### src/rtl/iter_comparator.sv
// Iterative magnitude comparator: scans operands CHUNK bits per cycle, MSB chunk first.
// Optional two's-complement ordering is enabled by defining CMP_SIGNED_EN (adds signed_mode port).
module iter_comparator #(
    parameter int unsigned WIDTH = 8,
    parameter int unsigned CHUNK = 2
) (
    input  logic             clk,
    input  logic             rst,
    input  logic             start,
    input  logic [WIDTH-1:0] a,
    input  logic [WIDTH-1:0] b,
`ifdef CMP_SIGNED_EN
    input  logic             signed_mode,
`endif
    output logic             busy,
    output logic             done,
    output logic [WIDTH-1:0] equal_mask,
    output logic             eq,
    output logic             gt,
    output logic             lt
);

    localparam int unsigned N  = WIDTH / CHUNK;
    localparam int unsigned IW = (N > 1) ? $clog2(N) : 1;
    localparam logic [IW-1:0] LAST = IW'(N - 1);

    typedef enum logic [1:0] {
        S_IDLE,
        S_SCAN,
        S_DONE
    } state_t;

    state_t           state;
    logic [WIDTH-1:0] a_r;
    logic [WIDTH-1:0] b_r;
    logic [IW-1:0]    idx;
    logic             decided;
`ifdef CMP_SIGNED_EN
    logic             signed_r;
`endif

    int unsigned      base_c;
    logic [CHUNK-1:0] ca_c;
    logic [CHUNK-1:0] cb_c;
    logic [CHUNK-1:0] flip_c;
    logic [CHUNK-1:0] xnor_c;
    logic [WIDTH-1:0] mask_c;
    logic             cgt_c;
    logic             cdiff_c;

    // Current chunk extraction, mask merge and chunk ordering
    always_comb begin
        base_c  = 32'(idx) * CHUNK;
        ca_c    = CHUNK'(a_r >> base_c);
        cb_c    = CHUNK'(b_r >> base_c);
        flip_c  = '0;
`ifdef CMP_SIGNED_EN
        // Inverting both sign bits maps two's-complement order onto unsigned order
        if (signed_r && (idx == LAST)) begin
            flip_c = CHUNK'(1) << (CHUNK - 1);
        end
`endif
        xnor_c  = ~(ca_c ^ cb_c);
        mask_c  = (equal_mask & ~(WIDTH'({CHUNK{1'b1}}) << base_c))
                | (WIDTH'(xnor_c) << base_c);
        cgt_c   = (ca_c ^ flip_c) > (cb_c ^ flip_c);
        cdiff_c = (ca_c != cb_c);
    end

    always_ff @(posedge clk) begin
        if (rst) begin
            state      <= S_IDLE;
            a_r        <= '0;
            b_r        <= '0;
            idx        <= '0;
            decided    <= 1'b0;
`ifdef CMP_SIGNED_EN
            signed_r   <= 1'b0;
`endif
            busy       <= 1'b0;
            done       <= 1'b0;
            equal_mask <= '0;
            eq         <= 1'b0;
            gt         <= 1'b0;
            lt         <= 1'b0;
        end else begin
            case (state)
                S_IDLE: begin
                    if (start) begin
                        a_r        <= a;
                        b_r        <= b;
`ifdef CMP_SIGNED_EN
                        signed_r   <= signed_mode;
`endif
                        idx        <= LAST;
                        decided    <= 1'b0;
                        equal_mask <= '0;
                        eq         <= 1'b0;
                        gt         <= 1'b0;
                        lt         <= 1'b0;
                        busy       <= 1'b1;
                        state      <= S_SCAN;
                    end
                end
                S_SCAN: begin
                    equal_mask <= mask_c;
                    // First differing chunk decides; all chunks still scanned for the mask
                    if (!decided && cdiff_c) begin
                        gt      <= cgt_c;
                        lt      <= ~cgt_c;
                        decided <= 1'b1;
                    end
                    if (idx == '0) begin
                        eq    <= ~(decided | cdiff_c);
                        done  <= 1'b1;
                        state <= S_DONE;
                    end else begin
                        idx <= idx - IW'(1);
                    end
                end
                S_DONE: begin
                    done  <= 1'b0;
                    busy  <= 1'b0;
                    state <= S_IDLE;
                end
                default: begin
                    state <= S_IDLE;
                end
            endcase
        end
    end

endmodule

### config.mk
export PLATFORM = sky130hd
export DESIGN_NAME = iter_comparator
export DESIGN_NICKNAME = d
export VERILOG_FILES = /design/src/rtl/iter_comparator.sv
export SDC_FILE = /design/constraint.sdc
export NUM_CORES = 1
export LEC_CHECK = 0
export BUFFER_PORTS_ARGS = -buffer_cell sky130_fd_sc_hd__buf_2
export CAP_MARGIN = 5
export CORE_MARGIN = 2
export CORE_UTILIZATION = 53
export CTS_CLUSTER_SIZE = 40
export DETAILED_ROUTE_END_ITERATION = 6
export GPL_ROUTABILITY_DRIVEN = 0
export PLACE_DENSITY_LB_ADDON = 0.1
export SKIP_CTS_REPAIR_TIMING = 1
export SLEW_MARGIN = 20
export SYNTH_ARGS = -nofsm -noshare
export SYNTH_HDL_FRONTEND = slang
export SYNTH_SLANG_ARGS = --single-unit
export TNS_END_PERCENT = 30
### constraint.sdc
create_clock -name clk -period 3.2 [get_ports clk]
set_clock_uncertainty 0.05 [all_clocks]
set_input_delay 0 -clock clk [delete_from_list [all_inputs] [get_ports clk]]
set_output_delay 0 -clock clk [all_outputs]
set_load 0.005 [all_outputs]
==> impl_metrics.yaml, run 1 <==
setup_path:
  criticalPathCategory: "flip-flop to flip-flop"
  path_cells: "mux4_2 -> ha_1 -> and2_1 -> or4b_1 -> a21oi_1"
  r2r_end: "lt$_SDFFE_PP0P_"
  cp.arrival_ns: 2.74
  max_stage_delay_ns: 0.63
  r2r_slack_ns: 0.68
  crit_path_max_fanout: 12
  cp_slowest_cell: "dfxtp_1"
  endpoint_kind: "flip-flop"
  reg2reg_depth: 5
  r2r_start: "idx[0]$_SDFFE_PP0P_"
  critPathLaunchType: "flip-flop"
  critical_path_required_ns: 3.42
grt:
  antenna_found_initial: 0
  first_global_vias: 1167
  grt_util_all_layers_pct: 20.8
  grt_pass1_wl_um: 5260
  grt_overflow_total: 0
  grt_max_degree: 34
worst_hold_path:
  hold_path.class: "primary input to flip-flop"
  hold_start: "start"
  hold_path_depth: 3
  min_to: "busy$_SDFFE_PP0P_"
sta:
  min_period_ns: 2.52
  setup_viol: 0
  finalHoldViolCount: 0
  report.final.slew_viol_count: 0
  maxSlewHeadroom_pct: 52.3
  setup_tns_ns: 0
  rsz0062_at_grt: "false"
  period_share_pct: 78.8
  clock.fmax_mhz: 397
  tightest_slew_ns: 0.715
cts:
  cts_max_path_buffers: 2
  cts-root-buf: "clkbuf_4"
  cts_sinks: 34
  cts_made_buffers: 5
  h-tree-depth: 2
  clk_pin_slew_ns: 0.10
  cts_tree: "yes"
  insertion_delay_ns: 0.34
final_layout:
  layout-drive-gt1-share_pct: 22.3
  final_nets: 239
  area.sequential_um2: 681
  n_fill_cell: 234
  n_antenna_cell: 0
  area_delta_synth_final_pct: 22.4
  multi_input_area_um2: 756
logic_synthesis:
  synth_cell_types: 34
  ys_seq_elements: 34
  synth_top_cells_by_area: "dfxtp_1, nand2_1, a21oi_1, mux4_2, ha_1"
  syn-cell-area_um2: 1570
  synthArstFlopShare_pct: 0
  yosysMostFrequentCell: "nand2_1"
  synth_top_area_cell: "dfxtp_1"
  synth.net_count: 197
  synth_edf_count: 0
  ys_warn_count: 0
  avgSynthCellArea_um2: 9.11
  synthTopCellsByCount: "nand2_1, dfxtp_1, a21oi_1"
  synth_top_area_share_pct: 43.5
  seq_area_frac_synth_pct: 43.5
  syn_inst: 172
  ys.flop_type: "dfxtp_1"
routing:
  drtAntennaViolNets: 0
  vias: 1328
  drt-total-wl_um: 3300
  wl_met1_um: 1550
  drt-pass1-iter-count: 4
  wl_per_cell_um: 13.4
  routed_via_density: 5.40
  drc: 0
  dr_wl_met3_um: 174
  dr.max_layer_used: "met4"
  initialDrtViolationCount: 42
  route.met2.wl_um: 1540
floorplanning:
  die-area_um2: 3410
  die_h_um: 58.4
  initial_core_util_pct: 56.3
  rows: 19
  io_pins: 32
  core_area_um2: 2780
  die_w_um: 58.4
power_and_ir_drop:
  powerDensity_nw_per_um2: 511
  leakage_uw: 0.000813
  ir_worst_vdd_mv: 0.540
  total_power_uw: 979
run:
  drv_cap: 0
placement:
  hpwl_um: 2250
  io_buffers: 31
run_status:
  status: "completed"
[flip-flops by register name, indices dropped and copies added (netlist names)]
name        flops
done            1
equal_mask      8
b_r             8
busy            1
a_r             8
decided         1
lt              1
gt              1
state           2
idx             2
eq              1
[kinds of logic (layout without fill, tap and decap cells)]
group | after synthesis | count (layout) | share of synthesized area (%)
compound gates | 41 | 41 | 17.0
fa+ha+maj | 6 | 6 | 4.79
buf+inv | 25 | 68 | 8.31
flops | 34 | 34 | 43.5
mux | 5 | 5 | 6.47
simple gates | 61 | 61 | 20.0
[metrics by stage]
step	util [%]	hold WS (ns)	worst slack, ns	cell area, um^2	std cells
final	68.9	0.0343	0.679	1920	246
after global placement	60.4	0.190	0.800	1680	222
after CTS	63.2	-0.176	0.680	1760	230
after detailed placement	60.4	0.197	0.716	1680	222
after floorplan	-	0.0860	0.883	1570	172
after global routing	68.9	0.0487	0.582	1920	246
[worst max-delay path by stage]
stage               depth (start not counted)           startpoint         endpoint  slack [ns]
floorplan                                   7  idx[1]$_SDFFE_PP0P_  lt$_SDFFE_PP0P_        0.88
global placement                            5  idx[0]$_SDFFE_PP0P_  lt$_SDFFE_PP0P_        0.80
detailed placement                          5  idx[0]$_SDFFE_PP0P_  lt$_SDFFE_PP0P_        0.72
CTS                                         5  idx[0]$_SDFFE_PP0P_  lt$_SDFFE_PP0P_        0.68
global route                                5  idx[0]$_SDFFE_PP0P_  lt$_SDFFE_PP0P_        0.58
finish                                      5  idx[0]$_SDFFE_PP0P_  lt$_SDFFE_PP0P_        0.68
[critical path: cells and delay by family (launching register included)]
| family | cells | cell delay [ns] |
|---|---|---|
| and+or+nand+nor | 2 | 0.71 |
| DFF | 1 | 0.63 |
| muxes | 1 | 0.57 |
| adders and majority gates | 1 | 0.36 |
| AOI/OAI and AO/OA | 1 | 0.13 |
[metal layers]
layer  GRT usage, %  vias to the layer above
li1               -                      679
met4           6.64                        0
met5              0                        -
met1           27.4                      619
met2           31.8                       25
met3           7.69                        5
[cell type report]
type                       instances  area share [%]
sequential                        34            35.5
tap                               31            2.02
multi-input combinational        113            39.4
inverter                          13            2.55
clock buffer                       5            1.96
timing repair buffer              47            16.4
clock inverter                     3            2.09
[placed cells by master (no fill, tap or decap)]
cell / instances
nand2_1: 37
dfxtp_1: 34
buf_2: 31
a21oi_1: 24
dlygate4sd3_1: 16
inv_1: 13
ha_1: 6
nand3_1: 5
o32ai_1: 5
clkbuf_4: 5
mux4_2: 4
nor2_1: 4
a21o_1: 3
nand2b_1: 3
nor3b_4: 2
nor4_1: 2
o311ai_0: 2
clkinv_2: 2
or3b_1: 1
nor3b_2: 1
nand3b_1: 1
or3_1: 1
o21ai_0: 1
mux2_2: 1
a2bb2o_1: 1
a221oi_1: 1
a2bb2oi_1: 1
nor2b_1: 1
o211ai_1: 1
and2_1: 1
or4b_1: 1
nor3b_1: 1
a221oi_2: 1
a22oi_1: 1
bufinv_16: 1
[power by group]
group	internal (uW)	switching [uW]
clock network	162	143
registers	454	34.7
logic	91.9	94.1
total	707	272
Note: power is estimated with default switching activity, not from simulation.
==> run 2: changes to the inputs <==
- CORE_UTILIZATION: 53 -> 48
- clock period: 3.2 -> 2.3 ns (I/O delays scaled with it)
==> impl_metrics.yaml, run 2 (same netlist as run 1, synthesis figures left out) <==
run_status:
  status: "completed"
worst_hold_path:
  min_to: "busy$_SDFFE_PP0P_"
  hold_path_depth: 3
  hold_path.class: "primary input to flip-flop"
  hold_start: "start"
cts:
  cts_sinks: 34
  cts_tree: "yes"
  clk_pin_slew_ns: 0.10
  cts-root-buf: "clkbuf_4"
  insertion_delay_ns: 0.33
  cts_made_buffers: 5
  h-tree-depth: 2
  cts_max_path_buffers: 2
power_and_ir_drop:
  seqPwrFrac_pct: 51.3
  combPwrFrac_pct: 22.0
  p_sw_uw: 385
  leakage_uw: 0.000826
  p_int_uw: 923
  powerDensity_nw_per_um2: 668
  switching_share_pct: 29.5
  ir_worst_vdd_mv: 0.398
  power_frac_clock_pct: 26.7
floorplanning:
  die_w_um: 61.1
  die_h_um: 61.1
  initial_core_util_pct: 50.9
  io_pins: 32
  die-area_um2: 3740
  core_area_um2: 3080
  rows: 20
grt:
  antenna_found_initial: 0
  grt_pass1_wl_um: 5460
  grt_overflow_total: 0
  grt_util_all_layers_pct: 19.6
  first_global_vias: 1218
  grt_max_degree: 34
final_layout:
  reg_top3: "a_r (8), b_r (8), equal_mask (8)"
  final_cell_mix: "nand2_1, dfxtp_1, buf_2, a21oi_1, dlygate4sd3_1"
  layout_commonest_cell: "nand2_1"
  stdcell_count: 264
  area_delta_synth_final_pct: 25.0
  final_nets: 244
  layout-drive-gt1-share_pct: 24.5
  n_antenna_cell: 0
placement:
  dp.cells: 240
  io_buffers: 31
  dpl_worst_slack_ns: 0.0439
  hpwl_um: 2340
routing:
  drt-pass1-iter-count: 4
  routed_via_density: 5.17
  wl_per_cell_um: 12.5
  vias: 1366
  drtAntennaViolNets: 0
  initialDrtViolationCount: 71
  drc: 0
  drt-total-wl_um: 3310
sta:
  finalHoldViolCount: 0
  clock.fmax_mhz: 460
  report.final.slew_viol_count: 0
  setup_viol: 0
  period_share_pct: 94.5
  min_period_ns: 2.17
  rsz0062_at_grt: "false"
  layout_setup_ws_ns: 0.126
  maxSlewHeadroom_pct: 54.6
  tightest_slew_ns: 0.681
  setup_tns_ns: 0
  whs_ns: 0.0364
setup_path:
  crit_buf_inv: 0
  criticalPathCategory: "flip-flop to flip-flop"
  r2r_start: "idx[0]$_SDFFE_PP0P_"
  critical_path_required_ns: 2.52
  max_stage_delay_ns: 0.52
  r2r_end: "lt$_SDFFE_PP0P_"
  path_cells: "mux4_2 -> ha_1 -> and2_1 -> or4b_1 -> a21oi_1"
  cp_slowest_cell: "mux4_2"
  path_delay_family: "simple AND/OR/NAND/NOR gates"
  cp.arrival_ns: 2.39
  reg2reg_depth: 5
  r2r_slack_ns: 0.13
  crit_path_max_fanout: 5
  critPathLaunchType: "flip-flop"
  endpoint_kind: "flip-flop"
run:
  drv_cap: 0
==> run 2: changes by cell type in the layout (fill, tap and decap cells not counted) <==
cell / before / now
dfxtp_1: 34 / 33
buf_4: 0 / 5
clkbuf_8: 0 / 1
bufinv_16: 1 / 0
dfxtp_2: 0 / 1
clkinv_2: 2 / 1
clkinvlp_4: 0 / 1
==> run 2: worst max path at each step <==
| stage | startpoint | to | slack, ns | depth (start not counted) |
|---|---|---|---|---|
| after floorplan | idx[0]$_SDFFE_PP0P_ | lt$_SDFFE_PP0P_ | 0.03 | 6 |
| after global placement | idx[0]$_SDFFE_PP0P_ | lt$_SDFFE_PP0P_ | 0.13 | 5 |
| after detailed placement | idx[0]$_SDFFE_PP0P_ | lt$_SDFFE_PP0P_ | 0.04 | 5 |
| after CTS | idx[0]$_SDFFE_PP0P_ | lt$_SDFFE_PP0P_ | 0.02 | 5 |
| after global routing | idx[0]$_SDFFE_PP0P_ | lt$_SDFFE_PP0P_ | 0.008 | 5 |
| final | idx[0]$_SDFFE_PP0P_ | lt$_SDFFE_PP0P_ | 0.13 | 5 |
==> run 2: final cells by class <==
class | instances | area, um^2
flip-flops and latches | 34 | 682
fillers | 289 | 1120
multi-input cells | 113 | 756
clock buffers | 6 | 51.3
repair buffers | 52 | 353
inverters | 13 | 48.8
clock inverters | 2 | 12.5
well taps | 44 | 55.1
==> run 2: worst min-delay path, stage by stage <==
cell      delay (ns)
buf_2           0.12
nand2b_1        0.15
a221oi_1        0.10
==> run 2: per-layer routing <==
metal / share of wire (%) / GRT usage, %
met1: 50 / 27.5
met2: 45 / 29.9
met3: 4.4 / 3.78
met4: 1.1 / 7.45
met5: 0 / 0
==> run 2: stage by stage <==
stage | utilization, % | total power, uW | area (um^2)
final | 63.6 | 1310 | 1960
after CTS | 58.4 | 1300 | 1800
after detailed placement | 56.3 | 950 | 1730
after floorplan | - | 875 | 1570
after global routing | 63.6 | 1390 | 1960
after global placement | 56.3 | 939 | 1730
==> run 2: power by group through the flow <==
stage                     logic [uW]  clock network, uW  registers, uW
after floorplan                  209                  0            666
after global placement           257                  0            682
after detailed placement         266                  0            684
after CTS                        268                360            670
after global routing             328                389            677
final                            288                350            671
